`config.mk`:
```
export PLATFORM = sky130hd
export DESIGN_NAME = fixed_bcd_formatter
export DESIGN_NICKNAME = d
export VERILOG_FILES = /design/src/rtl/fixed_bcd_formatter.sv
export SDC_FILE = /design/constraint.sdc
export NUM_CORES = 1
export LEC_CHECK = 0
export ABC_AREA = 1
export CORE_MARGIN = 1
export CORE_UTILIZATION = 51
export DETAILED_ROUTE_END_ITERATION = 12
export HOLD_SLACK_MARGIN = 0.1
export MAX_ROUTING_LAYER = met4
export PLACE_DENSITY = 0.84
export SETUP_SLACK_MARGIN = 0.15
export SYNTH_ARGS = -nofsm -noshare
export SYNTH_HDL_FRONTEND = slang
export SYNTH_SLANG_ARGS = --single-unit
export TNS_END_PERCENT = 50
```
`constraint.sdc`:
```
create_clock -name clk -period 5.55 [get_ports clk]
set_input_delay 1.11 -clock clk [delete_from_list [all_inputs] [get_ports clk]]
set_output_delay 1.11 -clock clk [all_outputs]
set_load 0.02 [all_outputs]
```
`src/rtl/fixed_bcd_formatter.sv`:
```
// rtl/fixed_bcd_formatter.sv - signed Q18.14 to sign + packed BCD integer/fraction digits
module fixed_bcd_formatter #(
  parameter int FRAC_BITS   = 14,
  parameter int INT_DIGITS  = 6,
  parameter int FRAC_DIGITS = 4
) (
  input  logic                     clk,
  input  logic                     reset,
  input  logic                     start,
  input  logic [31:0]              value,
  input  logic                     in_error,
  output logic                     busy,
  output logic                     done,
  output logic                     sign,
  output logic [4*INT_DIGITS-1:0]  int_bcd,
  output logic [4*FRAC_DIGITS-1:0] frac_bcd,
  output logic [2:0]               int_ndigits,
  output logic                     error
);

  localparam int IB      = 32 - FRAC_BITS;
  localparam int IW      = 4 * INT_DIGITS;
  localparam int FW      = 4 * FRAC_DIGITS;
  localparam int CNT_MAX = (IB > FRAC_DIGITS) ? IB : FRAC_DIGITS;
  localparam int CNT_W   = $clog2(CNT_MAX + 1);
  localparam logic [CNT_W-1:0] INT_LAST  = CNT_W'(IB - 1);
  localparam logic [CNT_W-1:0] FRAC_LAST = CNT_W'(FRAC_DIGITS - 1);

  typedef enum logic [1:0] {
    S_IDLE,
    S_INT,
    S_FRAC
  } state_t;

  // Working registers (conversion in flight)
  state_t               state_q,    state_d;
  logic [CNT_W-1:0]     cnt_q,      cnt_d;
  logic [IB-1:0]        int_sh_q,   int_sh_d;
  logic [FRAC_BITS-1:0] frac_q,     frac_d;
  logic [IW-1:0]        bcd_q,      bcd_d;
  logic [FW-1:0]        frac_acc_q, frac_acc_d;
  logic                 sign_w_q,   sign_w_d;
  logic                 err_w_q,    err_w_d;

  // Visible output registers (only updated on completion)
  logic                 busy_q,     busy_d;
  logic                 done_q,     done_d;
  logic                 sign_q,     sign_d;
  logic [IW-1:0]        int_bcd_q,  int_bcd_d;
  logic [FW-1:0]        frac_bcd_q, frac_bcd_d;
  logic [2:0]           int_nd_q,   int_nd_d;
  logic                 error_q,    error_d;

  // Combinational helpers
  logic [31:0]          mag;
  logic [IW-1:0]        bcd_adj;
  logic [FRAC_BITS+3:0] frac_x10;
  logic [3:0]           frac_digit;
  logic [2:0]           ndigits;

  // Datapath helpers: magnitude, double-dabble adjust, x10 step, digit count
  always_comb begin
    mag = value[31] ? (~value + 32'd1) : value;

    bcd_adj = '0;
    for (int i = 0; i < INT_DIGITS; i++) begin
      bcd_adj[4*i +: 4] = bcd_q[4*i +: 4] + ((bcd_q[4*i +: 4] >= 4'd5) ? 4'd3 : 4'd0);
    end

    // f*10 computed as f*8 + f*2; the top nibble is the next decimal digit
    frac_x10   = ({4'b0, frac_q} << 3) + ({4'b0, frac_q} << 1);
    frac_digit = frac_x10[FRAC_BITS+3:FRAC_BITS];

    ndigits = 3'd1;
    for (int i = 0; i < INT_DIGITS; i++) begin
      if (bcd_q[4*i +: 4] != 4'd0) begin
        ndigits = 3'(i + 1);
      end
    end
  end

  // FSM next-state and datapath/output next values
  always_comb begin
    state_d    = state_q;
    cnt_d      = cnt_q;
    int_sh_d   = int_sh_q;
    frac_d     = frac_q;
    bcd_d      = bcd_q;
    frac_acc_d = frac_acc_q;
    sign_w_d   = sign_w_q;
    err_w_d    = err_w_q;
    busy_d     = busy_q;
    done_d     = 1'b0;
    sign_d     = sign_q;
    int_bcd_d  = int_bcd_q;
    frac_bcd_d = frac_bcd_q;
    int_nd_d   = int_nd_q;
    error_d    = error_q;

    unique case (state_q)
      S_IDLE: begin
        if (start) begin
          // An errored result is presented as an unsigned zero
          if (in_error) begin
            int_sh_d = '0;
            frac_d   = '0;
            sign_w_d = 1'b0;
          end else begin
            int_sh_d = mag[31:FRAC_BITS];
            frac_d   = mag[FRAC_BITS-1:0];
            sign_w_d = value[31];
          end
          err_w_d    = in_error;
          bcd_d      = '0;
          frac_acc_d = '0;
          cnt_d      = '0;
          busy_d     = 1'b1;
          state_d    = S_INT;
        end
      end

      S_INT: begin
        // Double-dabble: adjust then shift in the next integer bit, MSB first
        bcd_d    = (bcd_adj << 1) | {{(IW-1){1'b0}}, int_sh_q[IB-1]};
        int_sh_d = int_sh_q << 1;
        if (cnt_q == INT_LAST) begin
          cnt_d   = '0;
          state_d = S_FRAC;
        end else begin
          cnt_d = cnt_q + 1'b1;
        end
      end

      S_FRAC: begin
        frac_d = frac_x10[FRAC_BITS-1:0];
        // Digit k lands in nibble k counted from the top
        for (int i = 0; i < FRAC_DIGITS; i++) begin
          if (cnt_q == CNT_W'(i)) begin
            frac_acc_d[4*(FRAC_DIGITS-1-i) +: 4] = frac_digit;
          end
        end
        if (cnt_q == FRAC_LAST) begin
          // Publish the complete result in one step
          sign_d     = sign_w_q;
          error_d    = err_w_q;
          int_bcd_d  = bcd_q;
          frac_bcd_d = frac_acc_d;
          int_nd_d   = ndigits;
          done_d     = 1'b1;
          busy_d     = 1'b0;
          cnt_d      = '0;
          state_d    = S_IDLE;
        end else begin
          cnt_d = cnt_q + 1'b1;
        end
      end

      default: begin
        state_d = S_IDLE;
        busy_d  = 1'b0;
      end
    endcase
  end

  // State and output registers with asynchronous reset
  always_ff @(posedge clk or posedge reset) begin
    if (reset) begin
      state_q    <= S_IDLE;
      cnt_q      <= '0;
      int_sh_q   <= '0;
      frac_q     <= '0;
      bcd_q      <= '0;
      frac_acc_q <= '0;
      sign_w_q   <= 1'b0;
      err_w_q    <= 1'b0;
      busy_q     <= 1'b0;
      done_q     <= 1'b0;
      sign_q     <= 1'b0;
      int_bcd_q  <= '0;
      frac_bcd_q <= '0;
      int_nd_q   <= 3'd1;
      error_q    <= 1'b0;
    end else begin
      state_q    <= state_d;
      cnt_q      <= cnt_d;
      int_sh_q   <= int_sh_d;
      frac_q     <= frac_d;
      bcd_q      <= bcd_d;
      frac_acc_q <= frac_acc_d;
      sign_w_q   <= sign_w_d;
      err_w_q    <= err_w_d;
      busy_q     <= busy_d;
      done_q     <= done_d;
      sign_q     <= sign_d;
      int_bcd_q  <= int_bcd_d;
      frac_bcd_q <= frac_bcd_d;
      int_nd_q   <= int_nd_d;
      error_q    <= error_d;
    end
  end

  assign busy        = busy_q;
  assign done        = done_q;
  assign sign        = sign_q;
  assign int_bcd     = int_bcd_q;
  assign frac_bcd    = frac_bcd_q;
  assign int_ndigits = int_nd_q;
  assign error       = error_q;

endmodule

```
Word-level counts from Yosys, hierarchy flattened
Index checks and enable logic that the tools add are counted.
{ "totals": {"word_cells": 99, "reg_bits": 128, "inputBits": 36} }
{ "op_classes": {"n_mux": 40, "bitwise": 3, "n_addsub": 9, "reduce_logical": 17, "n_lt_le_gt_ge": 6, "n_eq_ne": 9} }
{ "op_table": {"columns": ["operator", "count"], "rows": [
  ["case mux 24 bit (2 select lines)", 1],
  ["two-way mux 18 bit", 2],
  ["case mux 18 bit (2 select lines)", 1],
  ["adder 32 x 1 -> 32 bit, second input constant", 1],
  ["two-way mux 32 bit", 1],
  ["NOT 32 bit", 1],
  ["case mux 16 bit (2 select lines)", 1],
  ["two-way mux 14 bit", 2],
  ["case mux 14 bit (2 select lines)", 1],
  [">= comparator 4 x 3 -> 1 bit, second input constant", 6],
  ["two-way mux 24 bit", 1],
  ["bitwise OR 24 x 1 -> 24 bit", 1],
  ["two-way mux 2 bit", 11],
  ["adder 4 x 2 -> 4 bit", 5],
  ["nonzero test 4 bit", 5],
  ["adder 17 x 15 -> 18 bit", 1],
  ["two-way mux 16 bit", 1],
  ["two-way mux 4 bit", 4],
  ["two-way mux 5 bit", 3],
  ["case mux 5 bit (3 select lines)", 1],
  ["== test 5 x 2 -> 1 bit, second input constant", 2],
  ["AND reduction 2 bit", 5],
  ["two-way mux 3 bit", 3],
  ["!= test 2 bit, second input constant", 3],
  ["other kinds (15)", 21]
]} }

Longest topological paths before layout
Gate-level depths: netlist of the first run.
{ "logic_depth": {"depth_word": 6, "depth_mapped": 13, "mapped_depth_nobuf": 13} }

Least setup slack after synthesis of the first run
OpenSTA, ideal clock, no wires.
{ "synth_timing": {"path_type": "input-to-reg", "start": "input port value[0]", "end": "register frac_q[12]", "required_ps": 5433, "slack_ps": 3290, "setup_ps": 117, "cell_stages": 11, "arrival_ps": 2143, "path_buffers": 0, "cell_sequence": "inv_1 > ha_1 > nand3_1 > nor2_1 > nand2_1 > nand2_2 > nand2_1 > nand2_1 > o21ai_0 > nor2_1 > nor2_1"} }
{ "synth_via": {"elab_chain_len": 6} }
{ "synth_rtl": {"columns": ["element", "line_no", "text"], "rows": [
  ["from (decl)", "10", "input logic [31:0] value,"],
  ["NOT 32 bit", "63", "mag = value[31] ? (~value + 32'd1) : value;"],
  ["adder 32 x 1 -> 32 bit", "63", null],
  ["two-way mux 32 bit", "63", null],
  ["two-way mux 14 bit", "104", "if (in_error) begin"],
  ["two-way mux 14 bit", "102", "if (start) begin"],
  ["case mux 14 bit (2 select lines)", "100", "unique case (state_q)"],
  ["to (signal assigned)", "187", "frac_q <= frac_d;"],
  ["to (decl)", "39", "logic [FRAC_BITS-1:0] frac_q, frac_d;"]
]} }
No other way between the ends. The select of a mux whose other input is x is not followed.
A chain may end at the register's enable or synchronous reset.

Worst setup path after layout of the first run
{ "layout_timing": {"start": "register state_q[0]", "end": "register frac_q[8]"} }
{ "layout_via": {"elab_chain_len": 3, "elab_cells_between_ends": 6, "cone_classes": "eq/ne (2); mux (1); reduce/logical (3)"} }
{ "layout_rtl": {"columns": ["element", "line_no", "text"], "rows": [
  ["from (decl)", "36", "state_t state_q, state_d;"],
  ["from (signal assigned)", "184", "state_q <= state_d;"],
  ["== test 2 bit / zero test 2 bit (equally long branches)", "100", null],
  ["nonzero test 2 bit (no source line) / != test 2 bit (equally long branches)", null, null],
  ["AND reduction 2 bit (no source line)", null, null]
]} }
Several ways; a longest one is shown, not always the timed one.

==> flow_summary_export.csv, run 1 <==
group,metric,value,unit
outcome,status,"finished clean",
timing,timing.fmax,365,MHz
placement,port_buffers,82,
timing,drv_slew,0,
logic_synthesis,yosysSeqAreaShare,41.7,%
logic_synthesis,ys_ff_latch,124,
detailed_routing,ant_nets,0,
power_and_ir_drop,p_leak,4.37,nW
worst_setup_path,r2r_slack,2810,ps
min_path,min_path_cells,2,
logic_synthesis,synthSimpleGateAreaFrac,28.7,%
clock_tree,ctsRootBufferMaster,"clkbuf_16",
worst_setup_path,crit_arrival,3040,ps
clock_tree,numCtsBuffers,17,
worst_setup_path,cp_max_fo,21,
layout,fin_area,0.00901,sq mm
job,max-cap-violations,0,
logic_synthesis,synth-xor-area-share,1.53,%
grt,grt_pass1_vias,6650,
layout,fin_nets,1143,
timing,post-route-period-util,49.4,%
layout,layout-drive-gt1-share,5.74,%
logic_synthesis,yosysWarnings,0,
clock_tree,clock_sinks,124,
min_path,min_from,"frac_bcd[7]",
min_path,hold_path_class,"reg2reg",
floorplan,initial_core_util,53.0,%
timing,fin_skew,10.0,ps
layout,antenna_cells,0,
detailed_routing,drt_iter0_drc,508,
grt,grt_usage,27.3,%
clock_tree,insertion_delay,430,ps
clock_tree,h-tree-depth,4,
detailed_routing,num_vias,6926,
layout,final_cell_mix,"nand2_1, dfrtp_1, inv_1, nand3_1, nor2_1",
layout,layout_commonest_cell,"nand2_1",
layout,area_delta_synth_final,21.1,%
logic_synthesis,ys_types,43,
floorplan,coreArea,0.0140,sq mm
detailed_routing,drc,0,
worst_setup_path,worstSetupPathType,"reg2reg",
detailed_routing,drt_wl_total,18.5,mm
logic_synthesis,synth_compound_area_share,12.8,%
worst_setup_path,worstReg2RegStart,"state_q[0]",
worst_setup_path,required,5850,ps
detailed_routing,vias_per_cell,5.49,
grt,grt_max_degree,84,
clock_tree,cts_hold_buf,0,
clock_tree,clockBufferDepth,2,
worst_setup_path,slowest_delay,550,ps
grt,grt_overflow,0,
timing,fin_crit,2740,ps
floorplan,num_rows,43,
worst_setup_path,r2r_cells,7,
timing,hold_viol_final,0,
clock_tree,cts_tree,"yes",
placement,place_area,0.00838,sq mm
power_and_ir_drop,cellPowerDensity,473,mW/mm^2
timing,slew_headroom,26.9,%
worst_setup_path,end_kind,"register",
logic_synthesis,netlist_instances,990,
worst_setup_path,cpMaxStageDelayCell,"o21ai_2",
worst_setup_path,startpoint_type,"register",
layout,final_util,64.1,%
timing,setup_viol,0,
layout,multi_input_area,0.00375,sq mm
worst_setup_path,worstPathCellList,"inv_1 > ha_1 > inv_2 > o21ai_2 > inv_1 > a21oi_1 > a21oi_1",
floorplan,boundaryPins,83,
floorplan,die_area,0.0151,sq mm
grt,grt_pass1_wl,30.8,mm
logic_synthesis,netlist_area,0.00744,sq mm
timing,rsz0062_at_grt,"false",
placement,gp_congestion,0.940,
floorplan,die_h,123,um
logic_synthesis,avgSynthCellArea,7.51,sq um
grt,antenna_found_initial,0,
floorplan,die_x,123,um
clock_tree,cts_setup_buffers,0,
logic_synthesis,synth_nets,1065,
min_path,min_to,"frac_bcd[7]",
placement,hpwl,13.2,mm
timing,tns,0,ps
clock_tree,clkTransAtPathRegs,60,ps
logic_synthesis,muxShareOfSynthArea,0,%
logic_synthesis,synth_top_family_by_area,"simple AND/OR/NAND/NOR gates",
clock_tree,ctsResizeCount,0,
timing,tightest_slew,1100,ps
worst_setup_path,r2r-end,"frac_q[8]",
logic_synthesis,synth-adder-area-share,7.27,%
detailed_routing,wire_per_inst,14.7,um
power_and_ir_drop,irDropWorstVdd,0.274,mV
layout,n_fill_cell,1162,
detailed_routing,drt_first_pass_iters,5,
layout,regArea,0.00310,sq mm
==> area by class of cell <==
cell class / instances / area share [%]
Clock buffer: 19 / 5.03
Clock inverter: 13 / 1.97
Inverter: 117 / 4.90
Multi-Input combinational cell: 721 / 41.6
Sequential cell: 124 / 34.5
Tap cell: 180 / 2.50
Timing Repair Buffer: 87 / 9.53
==> kinds of logic (layout without fill, tap and decap cells) <==
kind of cell	after synthesis	after routing
adder cells (fa/ha/maj)	39	39
AND/OR/NAND/NOR	498	498
buffers and inverters	145	236
flip-flops	124	124
AO/OA/AOI/OAI	171	171
XOR/XNOR	13	13
==> per-stage QoR <==
stage	hold WS [ps]	instances	setup slack, ps	power, W
after detailed placement	461	1229	2480	0.00306
after floorplan	442	990	1140	0.00257
after global routing	498	1261	2580	0.00458
after global placement	455	1229	2520	0.00299
after CTS	479	1261	2840	0.00426
final	480	1261	2810	0.00426
==> how the worst max path moves through the flow <==
stage / startpoint / to / cells past startpoint
CTS: state_q[0] / frac_q[8] / 7
global route: state_q[0] / frac_q[8] / 7
global placement: start / frac_q[8] / 6
floorplan: reset / bcd_q[0] / 1
finish: state_q[0] / frac_q[8] / 7
detailed placement: start / frac_q[8] / 6
==> Yosys cell counts (all sizes together) <==
master	count	area, sq um
dfrtp	123	3080
inv	117	439
or2	10	62.6
fa	7	140
dfstp	1	26.3
a22oi	1	7.51
a21oi	60	300
nor3	1	5.00
clkbuf	10	38.8
o211ai	2	15.0
xor2	9	78.8
nand3	111	556
nand2	254	966
a32o	2	20.0
xnor2	4	35.0
a2bb2oi	2	17.5
a31oi	4	25.0
o21a	4	30.0
buf	18	113
a41oi	1	8.76
nor2	103	418
o32ai	3	26.3
and2	1	6.26
o21ai	72	364
o22ai	13	81.3
nand3b	7	52.6
o221ai	3	26.3
o41ai	1	8.76
o21bai	3	22.5
nand4	11	68.8
ha	32	400
==> power breakdown <==
| part | internal [W] | total, W | switching, W |
|---|---|---|---|
| logic | 0.000622 | 0.00178 | 0.00116 |
| clock network | 0.000741 | 0.00118 | 0.000438 |
| registers | 0.00114 | 0.00131 | 0.000169 |
==> metal layers <==
layer / vias to the layer above / track usage [%] / part of all wire (%)
met5: - / - / 0
met4: 0 / 12.7 / 3.3
li1: 3420 / - / -
met2: 244 / 44.8 / 49
met3: 56 / 4.88 / 5.2
met1: 3206 / 32.5 / 42
==> critical path, delay by kind of cell (launching register included) <==
| kind | cells | cell delay, ps |
|---|---|---|
| buf+inv | 3 | 880 |
| flops | 1 | 400 |
| compound gates | 3 | 930 |
| fa+ha+maj | 1 | 410 |
==> sequential cells by signal, indices dropped and copies added, names as in the netlist, 3 cells and up <==
signal and flops:
frac_bcd 16, frac_q 14, int_bcd 24, frac_acc_q 12, int_ndigits 3, cnt_q 5
bcd_q 24, int_sh_q 18
No activity file was read; power rests on OpenSTA's default activity.
==> run 2: changes to the inputs <==
==> constraint.sdc (replaced) <==
create_clock -name clk -period 2.6 [get_ports clk]
set_input_delay 0.52 -clock clk [delete_from_list [all_inputs] [get_ports clk]]
set_output_delay 0.52 -clock clk [all_outputs]
set_load 0.02 [all_outputs]
==> flow_summary_export.csv, run 2 (synthesized netlist as in run 1, its figures left out) <==
group,metric,value,unit
power_and_ir_drop,p_comb_share,42.8,%
power_and_ir_drop,netSwitchingPower,0.00373,W
placement,gp_congestion,0.913,
layout,antenna_cells,0,
detailed_routing,vias_per_cell,5.45,
detailed_routing,drt_wl_total,18.1,mm
worst_setup_path,crit_arrival,2650,ps
layout,layout-drive-gt1-share,6.59,%
power_and_ir_drop,irDropWorstVdd,0.587,mV
timing,post-route-period-util,88.0,%
clock_tree,insertion_delay,420,ps
timing,fin_skew,7.90,ps
min_path,hold_path_class,"reg2reg",
grt,grt_max_degree,68,
power_and_ir_drop,clockPowerShare,26.3,%
detailed_routing,num_vias,6937,
layout,final_cell_mix,"nand2_1, dfrtp_1, inv_1, nand3_1, nor2_1",
timing,fin_crit,2290,ps
clock_tree,ctsRootBufferMaster,"clkbuf_16",
timing,tightest_slew,596,ps
grt,grt_overflow,0,
layout,fin_nets,1154,
worst_setup_path,r2r_cells,12,
min_path,min_path_cells,2,
grt,grt_pass1_wl,30.5,mm
detailed_routing,drt_iter0_drc,490,
clock_tree,cts_setup_buffers,0,
worst_setup_path,r2r-end,"frac_acc_q[15]",
floorplan,die_x,123,um
floorplan,initial_core_util,53.0,%
floorplan,boundaryPins,83,
worst_setup_path,worstReg2RegStart,"frac_q[2]",
layout,layout_commonest_cell,"nand2_1",
power_and_ir_drop,total_power,0.00899,W
timing,tns,0,ps
min_path,min_to,"frac_acc_q[12]",
timing,timing.fmax,437,MHz
timing,setup_viol,0,
layout,area_delta_synth_final,22.2,%
grt,grt_usage,26.9,%
power_and_ir_drop,p_leak,4.41,nW
timing,whs,474,ps
floorplan,coreArea,0.0140,sq mm
layout,multi_input_area,0.00375,sq mm
clock_tree,numCtsBuffers,17,
detailed_routing,drc,0,
min_path,min_from,"frac_acc_q[12]",
timing,rsz0062_at_grt,"false",
power_and_ir_drop,swShare,41.5,%
worst_setup_path,startpoint_type,"register",
placement,hpwl,13.2,mm
clock_tree,clockBufferDepth,2,
power_and_ir_drop,internal_power,0.00526,W
grt,grt_pass1_vias,6578,
floorplan,num_rows,43,
timing,slew_headroom,60.2,%
clock_tree,cts_tree,"yes",
timing,drv_slew,0,
power_and_ir_drop,cellPowerDensity,989,mW/mm^2
layout,n_fill_cell,1169,
timing,hold_viol_final,0,
floorplan,die_area,0.0151,sq mm
worst_setup_path,worstSetupPathType,"reg2reg",
placement,port_buffers,82,
power_and_ir_drop,seqPwrFrac,30.9,%
layout,regArea,0.00310,sq mm
clock_tree,clock_sinks,124,
floorplan,die_h,123,um
clock_tree,h-tree-depth,4,
worst_setup_path,end_kind,"register",
worst_setup_path,r2r_slack,310,ps
worst_setup_path,required,2960,ps
detailed_routing,drt_first_pass_iters,5,
detailed_routing,wire_per_inst,14.2,um
clock_tree,clkTransAtPathRegs,60,ps
detailed_routing,ant_nets,0,
outcome,status,"finished clean",
job,max-cap-violations,0,
grt,antenna_found_initial,0,
worst_setup_path,cp_max_fo,5,
run 2: changes by cell type in the layout (fill, tap and decap cells not counted), sizes merged:
cell,delta
clkinvlp,+3
bufinv,-1
buf,+11
inv,-1
clkbuf,-1
run 2: area by class of cell:
| class | count | area share [%] |
|---|---|---|
| multi-input cells | 721 | 41.2 |
| repair buffers | 98 | 10.8 |
| clock buffers | 18 | 4.72 |
| inverters | 117 | 4.90 |
| flip-flops and latches | 124 | 34.2 |
| clock inverters | 14 | 1.75 |
| well taps | 180 | 2.48 |
run 2: routing by layer:
layer / global-route usage [%] / share of wire (%) / up-vias
met2: 43.5 / 49 / 219
met1: 32.4 / 43 / 3226
met4: 11.9 / 3.3 / 0
li1: - / - / 3442
met5: - / 0 / -
met3: 5.72 / 5.1 / 50
run 2: power by group through the flow:
stage / clock network, W / logic (W) / registers, W
floorplan: 0 / 0.00266 / 0.00281
global placement: 0 / 0.00372 / 0.00278
detailed placement: 0 / 0.00380 / 0.00279
CTS: 0.00238 / 0.00384 / 0.00277
global route: 0.00247 / 0.00436 / 0.00283
finish: 0.00236 / 0.00385 / 0.00277
run 2: worst max-delay path, cell delays in order, from the launching register on:
cell and delay (ps):
dfrtp_1 390, ha_1 230, inv_1 70, fa_1 350, inv_1 150, nand3_1 100, nand3_1 140, nand3_1 120
nand3_1 100, nand2_1 130, o21ai_0 280, nand2_1 90, nand2_1 70
run 2: timing repair:
action                                 in CTS  in global routing
hold buffers                                0                  0
resized for setup                           0                  4
setup endpoints to repair                   0                 16
endpoints found under the hold margin       0                  0
run 2: worst max-delay path by stage:
stage | from | to
6_report | frac_q[2] | frac_acc_q[15]
5_1_grt | frac_q[2] | frac_acc_q[15]
3_5_place_dp | value[1] | frac_q[12]
2_1_floorplan | reset | bcd_q[0]
3_3_place_gp | value[0] | frac_q[12]
4_1_cts | state_q[0] | frac_bcd[3]
run 2: per-stage QoR:
| step | util (%) | worst slack, ps | std cells | instance area [sq um] |
|---|---|---|---|---|
| 5_1_grt | 64.7 | 150 | 1272 | 9090 |
| 6_report | 64.7 | 313 | 1272 | 9090 |
| 4_1_cts | 64.7 | 320 | 1272 | 9080 |
| 2_1_floorplan | - | 556 | 990 | 7440 |
| 3_3_place_gp | 60.5 | 295 | 1240 | 8500 |
| 3_5_place_dp | 60.5 | 272 | 1240 | 8500 |
